===== config.mk =====
export PLATFORM = sky130hd
export DESIGN_NAME = uart_prog_loader
export DESIGN_NICKNAME = d
export VERILOG_FILES = /design/src/rtl/loader_pkg.sv /design/src/rtl/rx_word_assembler.sv /design/src/rtl/uart_prog_loader.sv
export SDC_FILE = /design/constraint.sdc
export NUM_CORES = 1
export LEC_CHECK = 0
export CORE_MARGIN = 2
export CORE_UTILIZATION = 40
export CTS_BUF_LIST = sky130_fd_sc_hd__clkbuf_16
export CTS_CLUSTER_DIAMETER = 200
export DETAILED_ROUTE_END_ITERATION = 10
export PLACE_DENSITY_LB_ADDON = 0.12
export SETUP_SLACK_MARGIN = 0.3
export SLEW_MARGIN = 20
export SYNTH_ARGS = -nofsm -noshare
export SYNTH_HDL_FRONTEND = slang
export SYNTH_SLANG_ARGS = --single-unit

===== constraint.sdc =====
create_clock -name sys_clk -period 4.75 [get_ports sys_clk]
set_input_delay 0.95 -clock sys_clk [delete_from_list [all_inputs] [get_ports sys_clk]]
set_output_delay 0.95 -clock sys_clk [all_outputs]
set_load 0.02 [all_outputs]

===== src/rtl/loader_pkg.sv =====
// loader_pkg: shared state type and terminator detection for the UART program loader
package loader_pkg;

    typedef enum logic {LOAD, DONE} loader_state_t;

    localparam int MAX_WORD_BYTES = 4;
    localparam int MAX_WORD_W     = 8 * MAX_WORD_BYTES;

    // True when the low nbytes bytes of word are all ones
    function automatic logic is_terminator(input logic [MAX_WORD_W-1:0] word, input int nbytes);
        logic [MAX_WORD_W-1:0] mask;
        mask = (nbytes >= MAX_WORD_BYTES) ? '1 : (32'd1 << (8 * nbytes)) - 32'd1;
        return (word & mask) == mask;
    endfunction

endpackage


===== src/rtl/rx_word_assembler.sv =====
// rx_word_assembler: shifts received bytes into big-endian words and discards stale partial words
module rx_word_assembler
    import loader_pkg::*;
#(
    parameter int WORD_BYTES  = 2,
    parameter int TIMEOUT_CYC = 2_700_000
) (
    input  logic                    sys_clk,
    input  logic                    rst_n,
    input  logic [7:0]              rx_data,
    input  logic                    rx_data_wr,
    output logic [8*WORD_BYTES-1:0] word_next,
    output logic                    word_last,
    output logic                    err_timeout
);

    localparam int WORD_W = 8 * WORD_BYTES;
    localparam int TW     = $clog2(TIMEOUT_CYC + 1);

    logic [WORD_W-1:0] shreg;
    logic [1:0]        idx;
    logic [TW-1:0]     idle;
    logic              expire;

    // word_next is the word as it stands once the current byte is shifted in
    always_comb begin
        word_next = (shreg << 8) | WORD_W'(rx_data);
        word_last = rx_data_wr && idx == 2'(WORD_BYTES - 1);
        expire    = !rx_data_wr && idx != 2'd0 && idle == TW'(TIMEOUT_CYC - 1);
    end

    always_ff @(posedge sys_clk or negedge rst_n) begin
        if (!rst_n) begin
            shreg       <= '0;
            idx         <= '0;
            idle        <= '0;
            err_timeout <= 1'b0;
        end else begin
            err_timeout <= expire;
            if (rx_data_wr) begin
                shreg <= word_next;
                idx   <= word_last ? 2'd0 : idx + 2'd1;
                idle  <= '0;
            end else begin
                idx  <= expire ? 2'd0 : idx;
                idle <= (expire || idx == 2'd0) ? '0 : idle + TW'(1);
            end
        end
    end

endmodule


===== src/rtl/uart_prog_loader.sv =====
// uart_prog_loader: writes UART-received big-endian words to consecutive memory addresses until an all-ones terminator
module uart_prog_loader
    import loader_pkg::*;
#(
    parameter int             AW          = 11,
    parameter int             WORD_BYTES  = 2,
    parameter logic [AW-1:0]  LOAD_BASE   = AW'('h300),
    parameter int             TIMEOUT_CYC = 2_700_000
) (
    input  logic                    sys_clk,
    input  logic                    rst_n,
    input  logic [7:0]              rx_data,
    input  logic                    rx_data_wr,
    output logic [AW-1:0]           mem_addr,
    output logic [8*WORD_BYTES-1:0] mem_wr_data,
    output logic                    mem_wr,
    output logic [8*WORD_BYTES-1:0] rx_word,
    output logic                    rx_word_v,
    output logic                    done,
    output logic [AW-1:0]           word_count,
    output logic                    err_timeout,
    output logic                    err_ovf
);

    localparam int            WORD_W    = 8 * WORD_BYTES;
    localparam logic [AW-1:0] LAST_ADDR = AW'((1 << AW) - WORD_BYTES);

    loader_state_t     state, state_nxt;
    logic [AW-1:0]     addr_nxt, count_nxt;
    logic [WORD_W-1:0] word_next, wr_data_nxt, rx_word_nxt;
    logic              word_last, term, restart, ovf_nxt, done_nxt, wr_nxt;

    rx_word_assembler #(
        .WORD_BYTES  (WORD_BYTES),
        .TIMEOUT_CYC (TIMEOUT_CYC)
    ) u_asm (
        .sys_clk     (sys_clk),
        .rst_n       (rst_n),
        .rx_data     (rx_data),
        .rx_data_wr  (rx_data_wr),
        .word_next   (word_next),
        .word_last   (word_last),
        .err_timeout (err_timeout)
    );

    // A write in flight is accounted before deciding on the next word, so back-to-back words see a fresh overflow flag
    always_comb begin
        restart     = state == DONE && rx_data_wr;
        term        = is_terminator(MAX_WORD_W'(word_next), WORD_BYTES);
        state_nxt   = state;
        addr_nxt    = mem_addr;
        count_nxt   = word_count;
        ovf_nxt     = err_ovf;
        done_nxt    = done;
        wr_data_nxt = mem_wr_data;
        rx_word_nxt = rx_word;
        wr_nxt      = 1'b0;
        if (mem_wr) begin
            count_nxt = word_count + AW'(1);
            ovf_nxt   = err_ovf || mem_addr == LAST_ADDR;
            addr_nxt  = (mem_addr == LAST_ADDR) ? mem_addr : mem_addr + AW'(WORD_BYTES);
        end
        if (restart) begin
            state_nxt = LOAD;
            done_nxt  = 1'b0;
            count_nxt = '0;
            ovf_nxt   = 1'b0;
            addr_nxt  = LOAD_BASE;
        end
        if (word_last) begin
            rx_word_nxt = word_next;
            state_nxt   = term ? DONE : state_nxt;
            done_nxt    = term ? 1'b1 : done_nxt;
            addr_nxt    = term ? LOAD_BASE : addr_nxt;
            wr_nxt      = !term && !ovf_nxt;
            wr_data_nxt = wr_nxt ? word_next : mem_wr_data;
        end
    end

    always_ff @(posedge sys_clk or negedge rst_n) begin
        if (!rst_n) begin
            state       <= LOAD;
            mem_addr    <= LOAD_BASE;
            word_count  <= '0;
            err_ovf     <= 1'b0;
            done        <= 1'b0;
            mem_wr      <= 1'b0;
            mem_wr_data <= '0;
            rx_word     <= '0;
            rx_word_v   <= 1'b0;
        end else begin
            state       <= state_nxt;
            mem_addr    <= addr_nxt;
            word_count  <= count_nxt;
            err_ovf     <= ovf_nxt;
            done        <= done_nxt;
            mem_wr      <= wr_nxt;
            mem_wr_data <= wr_data_nxt;
            rx_word     <= rx_word_nxt;
            rx_word_v   <= word_last;
        end
    end

endmodule


==> run_results.csv <==
group,metric,value,unit
route,wl,8.89,mm
clock_network,cts-root-buf,"clkbuf_16",
final_layout,fin_util,51.9,%
grt,antenna_found_initial,0,
final_layout,final_cell_area,0.00533,mm²
critical_path,reg2reg_slack,2.55,ns
power_and_ir_drop,internal_power,1.79,mW
clock_network,cts_resized,0,
critical_path,critPathRequiredTime,4.96,ns
critical_path,r2r_cells,4,
hold_path,min_to,"u_asm.idle[0]",
hold_path,hold_path_class,"register to register",
final_layout,nets,474,
yosys,synth_ff_type,"dfrtp_1",
critical_path,reg2reg_to,"mem_wr_data[1]",
power_and_ir_drop,power.share.switching,32.8,%
route,firstDrtPassIters,4,
power_and_ir_drop,clkPwrFrac,27.5,%
power_and_ir_drop,vdd_drop_max,0.226,mV
critical_path,cp-start-kind,"primary input",
yosys,seq_area_frac_synth,54.7,%
yosys,synth_cell_types,48,
yosys,synth_area,0.00421,mm²
critical_path,worstPathMaxFanout,18,
critical_path,critPathKind,"primary input to register",
grt,overflow,0,
power_and_ir_drop,sequentialPowerShare,41.9,%
route,route.detailed.drc,0,
die,initial_core_util,41.0,%
die,dieArea,0.0114,mm²
power_and_ir_drop,leakage,2.28,nW
route,first_iter_violations,110,
sta,clock_skew,0.00650,ns
critical_path,endpoint_kind,"register",
power_and_ir_drop,p_per_area,500,mW/mm²
critical_path,crit_path_frequent_cell,"buf_4",
route,ant_nets,0,
clock_network,numCtsBuffers,9,
final_layout,multi_input_area,0.00180,mm²
final_layout,areaGrowthSynthToFinish,26.7,%
die,io_pins,70,
clock_network,cts-htree-levels,3,
placed_design,port_buffers,69,
final_layout,diodes,0,
grt,track_usage,16.5,%
clock_network,clk_latency,0.33,ns
sta,period_minus_slack,3.17,ns
placed_design,detailed_place_hpwl,6.04,mm
clock_network,cts_hold_buffers,0,
route,via_per_inst,5.17,
yosys,syn_inst,389,
grt,grt_pass1_wl,15.0,mm
final_layout,drive_gt1_share,11.9,%
sta,timing.fmax,315,MHz
die,die_width,107,µm
clock_network,cts_setup_buffers,0,
die,fp.dieH,107,µm
critical_path,cp_slowest_cell,"nor3_4",
placed_design,dpl_cell_area,0.00503,mm²
sta,worst_slew_pin_slew,0.951,ns
power_and_ir_drop,p_sw,0.874,mW
hold_path,hold_start,"u_asm.idle[0]",
run,max-cap-violations,0,
grt,grt_max_degree,71,
yosys,syn_area_per_cell,10.8,µm²
sta,slew_violations,0,
die,std_cell_rows,37,
critical_path,cp.arrival,3.38,ns
grt,grt_pass1_vias,3101,
sta,period_share,66.8,%
yosys,yosysWarnings,0,
final_layout,fillers,956,
sta,final-hold-violation-count,0,
critical_path,max_stage_delay,0.81,ns
sta,setup_viol,0,
yosys,ys_ff_latch,92,
clock_network,cts_tree,"built",
route,vias,3103,
route,wl_per_cell,14.8,µm
final_layout,area.sequential,0.00230,mm²
yosys,syn-num-nets,403,
clock_network,clk_path_buf_depth,2,
clock_network,clock-sinks,92,
critical_path,crit_chain,"clkdlybuf4s50_1 > buf_4 > nand2_1 > or2_0 > buf_4 > nor3_4 > mux2_2",
yosys,synth_edf_count,0,
critical_path,timing.rr.start,"mem_wr",
sta,slew_headroom,36.4,%
status,status,"completed",
sta,rsz0062_at_grt,"false",
placed_design,gp_congestion,0.765,
clock_network,clk_pin_slew,0.06,ns
hold_path,hold_depth,1,
sta,tns,0,ns
yosys,ys_async_sr_fraction,100,%
power_and_ir_drop,comb_power_share,30.5,%
die,core_area,0.0103,mm²
==> cells in the final DEF (no fill, tap or decap), types with 9 or more instances in the layout <==
| master | count |
|---|---|
| nand3_1 | 11 |
| or3_1 | 10 |
| nand4_1 | 14 |
| inv_1 | 10 |
| mux2_2 | 15 |
| dfrtp_1 | 90 |
| nand2_1 | 69 |
| clkdlybuf4s50_1 | 68 |
| nor2_1 | 30 |
| o21ai_0 | 15 |
| mux2_4 | 9 |
| xor2_1 | 12 |
| xnor2_1 | 10 |
| a21oi_1 | 17 |
| clkbuf_16 | 9 |
==> state kept, by name, summed over array words and instances, names as in the netlist <==
| name | count |
|---|---|
| u_asm.idx | 2 |
| rx_word | 16 |
| mem_wr_data | 16 |
| mem_addr | 11 |
| mem_wr | 1 |
| done | 1 |
| state | 1 |
| err_ovf | 1 |
| word_count | 11 |
| u_asm.shreg | 8 |
| rx_word_v | 1 |
| u_asm.err_timeout | 1 |
| u_asm.idle | 22 |
==> cell type report <==
cell class	instances	share of cell area, %
multi-input combinational	274	33.7
clock inverter	6	1.50
sequential	92	43.2
clock buffer	9	4.22
timing repair buffer	73	13.5
tap	136	3.19
inverter	10	0.704
==> per-stage QoR <==
step / total power [mW] / setup slack [ns] / hold slack (ns) / instances
2_1_floorplan: 1.56 / 2.30 / 0.448 / 389
3_3_place_gp: 1.94 / 1.24 / 0.465 / 585
3_5_place_dp: 1.95 / 1.22 / 0.463 / 585
4_1_cts: 2.70 / 1.57 / 0.483 / 600
5_1_grt: 2.81 / 1.45 / 0.508 / 600
6_report: 2.67 / 1.58 / 0.474 / 600
==> logic make-up after synthesis <==
kind of cell | share of synthesized area [%]
multiplexers | 7.93
flip-flops | 54.7
AND/OR/NAND/NOR | 22.4
XOR/XNOR | 4.58
adder cells (fa/ha/maj) | 0.892
buffers and inverters | 2.67
AO/OA/AOI/OAI | 6.81
==> worst max path at each step <==
stage | startpoint | slack [ns] | endpoint | depth (start not counted)
floorplan | rx_data_wr | 2.30 | mem_wr_data[10] | 7
global placement | rx_data_wr | 1.24 | mem_wr_data[1] | 7
detailed placement | rx_data_wr | 1.22 | mem_wr_data[2] | 7
CTS | rx_data_wr | 1.57 | mem_wr_data[1] | 7
global route | rx_data_wr | 1.45 | mem_wr_data[0] | 7
finish | rx_data_wr | 1.58 | mem_wr_data[1] | 7
==> Yosys cell counts (2+ instances only) <==
library cell / instances / share of area (%)
dfstp_2: 2 / 1.2
inv_1: 10 / 0.89
nor4b_1: 2 / 0.42
ha_1: 3 / 0.89
nand4_1: 14 / 2.1
and2_1: 4 / 0.59
mux2_4: 9 / 3.2
mux2_2: 15 / 4.0
mux2i_1: 3 / 0.71
a21bo_2: 2 / 0.48
and4_1: 8 / 1.7
nor4_1: 6 / 0.89
or3_1: 10 / 1.5
o31ai_1: 4 / 0.71
buf_2: 5 / 0.59
nand3_1: 11 / 1.3
nor2_1: 30 / 2.7
a21oi_1: 17 / 2.0
nor3_1: 7 / 0.83
nand2b_1: 2 / 0.30
xnor2_1: 10 / 2.1
nand2_1: 69 / 6.2
xor2_1: 12 / 2.5
dfrtp_1: 90 / 53
or4_1: 2 / 0.36
clkbuf_1: 6 / 0.53
o21ai_0: 15 / 1.8
==> power by group through the flow <==
stage	sequential, mW	combinational [mW]	clock (mW)
finish	1.12	0.815	0.735
global route	1.14	0.878	0.789
CTS	1.12	0.826	0.755
detailed placement	1.13	0.824	0
global placement	1.13	0.812	0
floorplan	1.27	0.286	0
==> critical path: cells and delay by family <==
| kind | cells | cell delay, ns |
|---|---|---|
| and+or+nand+nor | 3 | 1.09 |
| muxes | 1 | 0.41 |
| buffers and inverters | 3 | 0.91 |
==> routing by layer <==
| metal | share of wire (%) | track usage, % | vias to the layer above |
|---|---|---|---|
| met5 | 0 | 0 | - |
| met4 | 0.60 | 4.45 | 0 |
| met3 | 4.2 | 3.47 | 5 |
| met2 | 48 | 27.0 | 60 |
| met1 | 47 | 22.4 | 1527 |
| li1 | - | - | 1511 |
(Power assumes the default switching activity.)
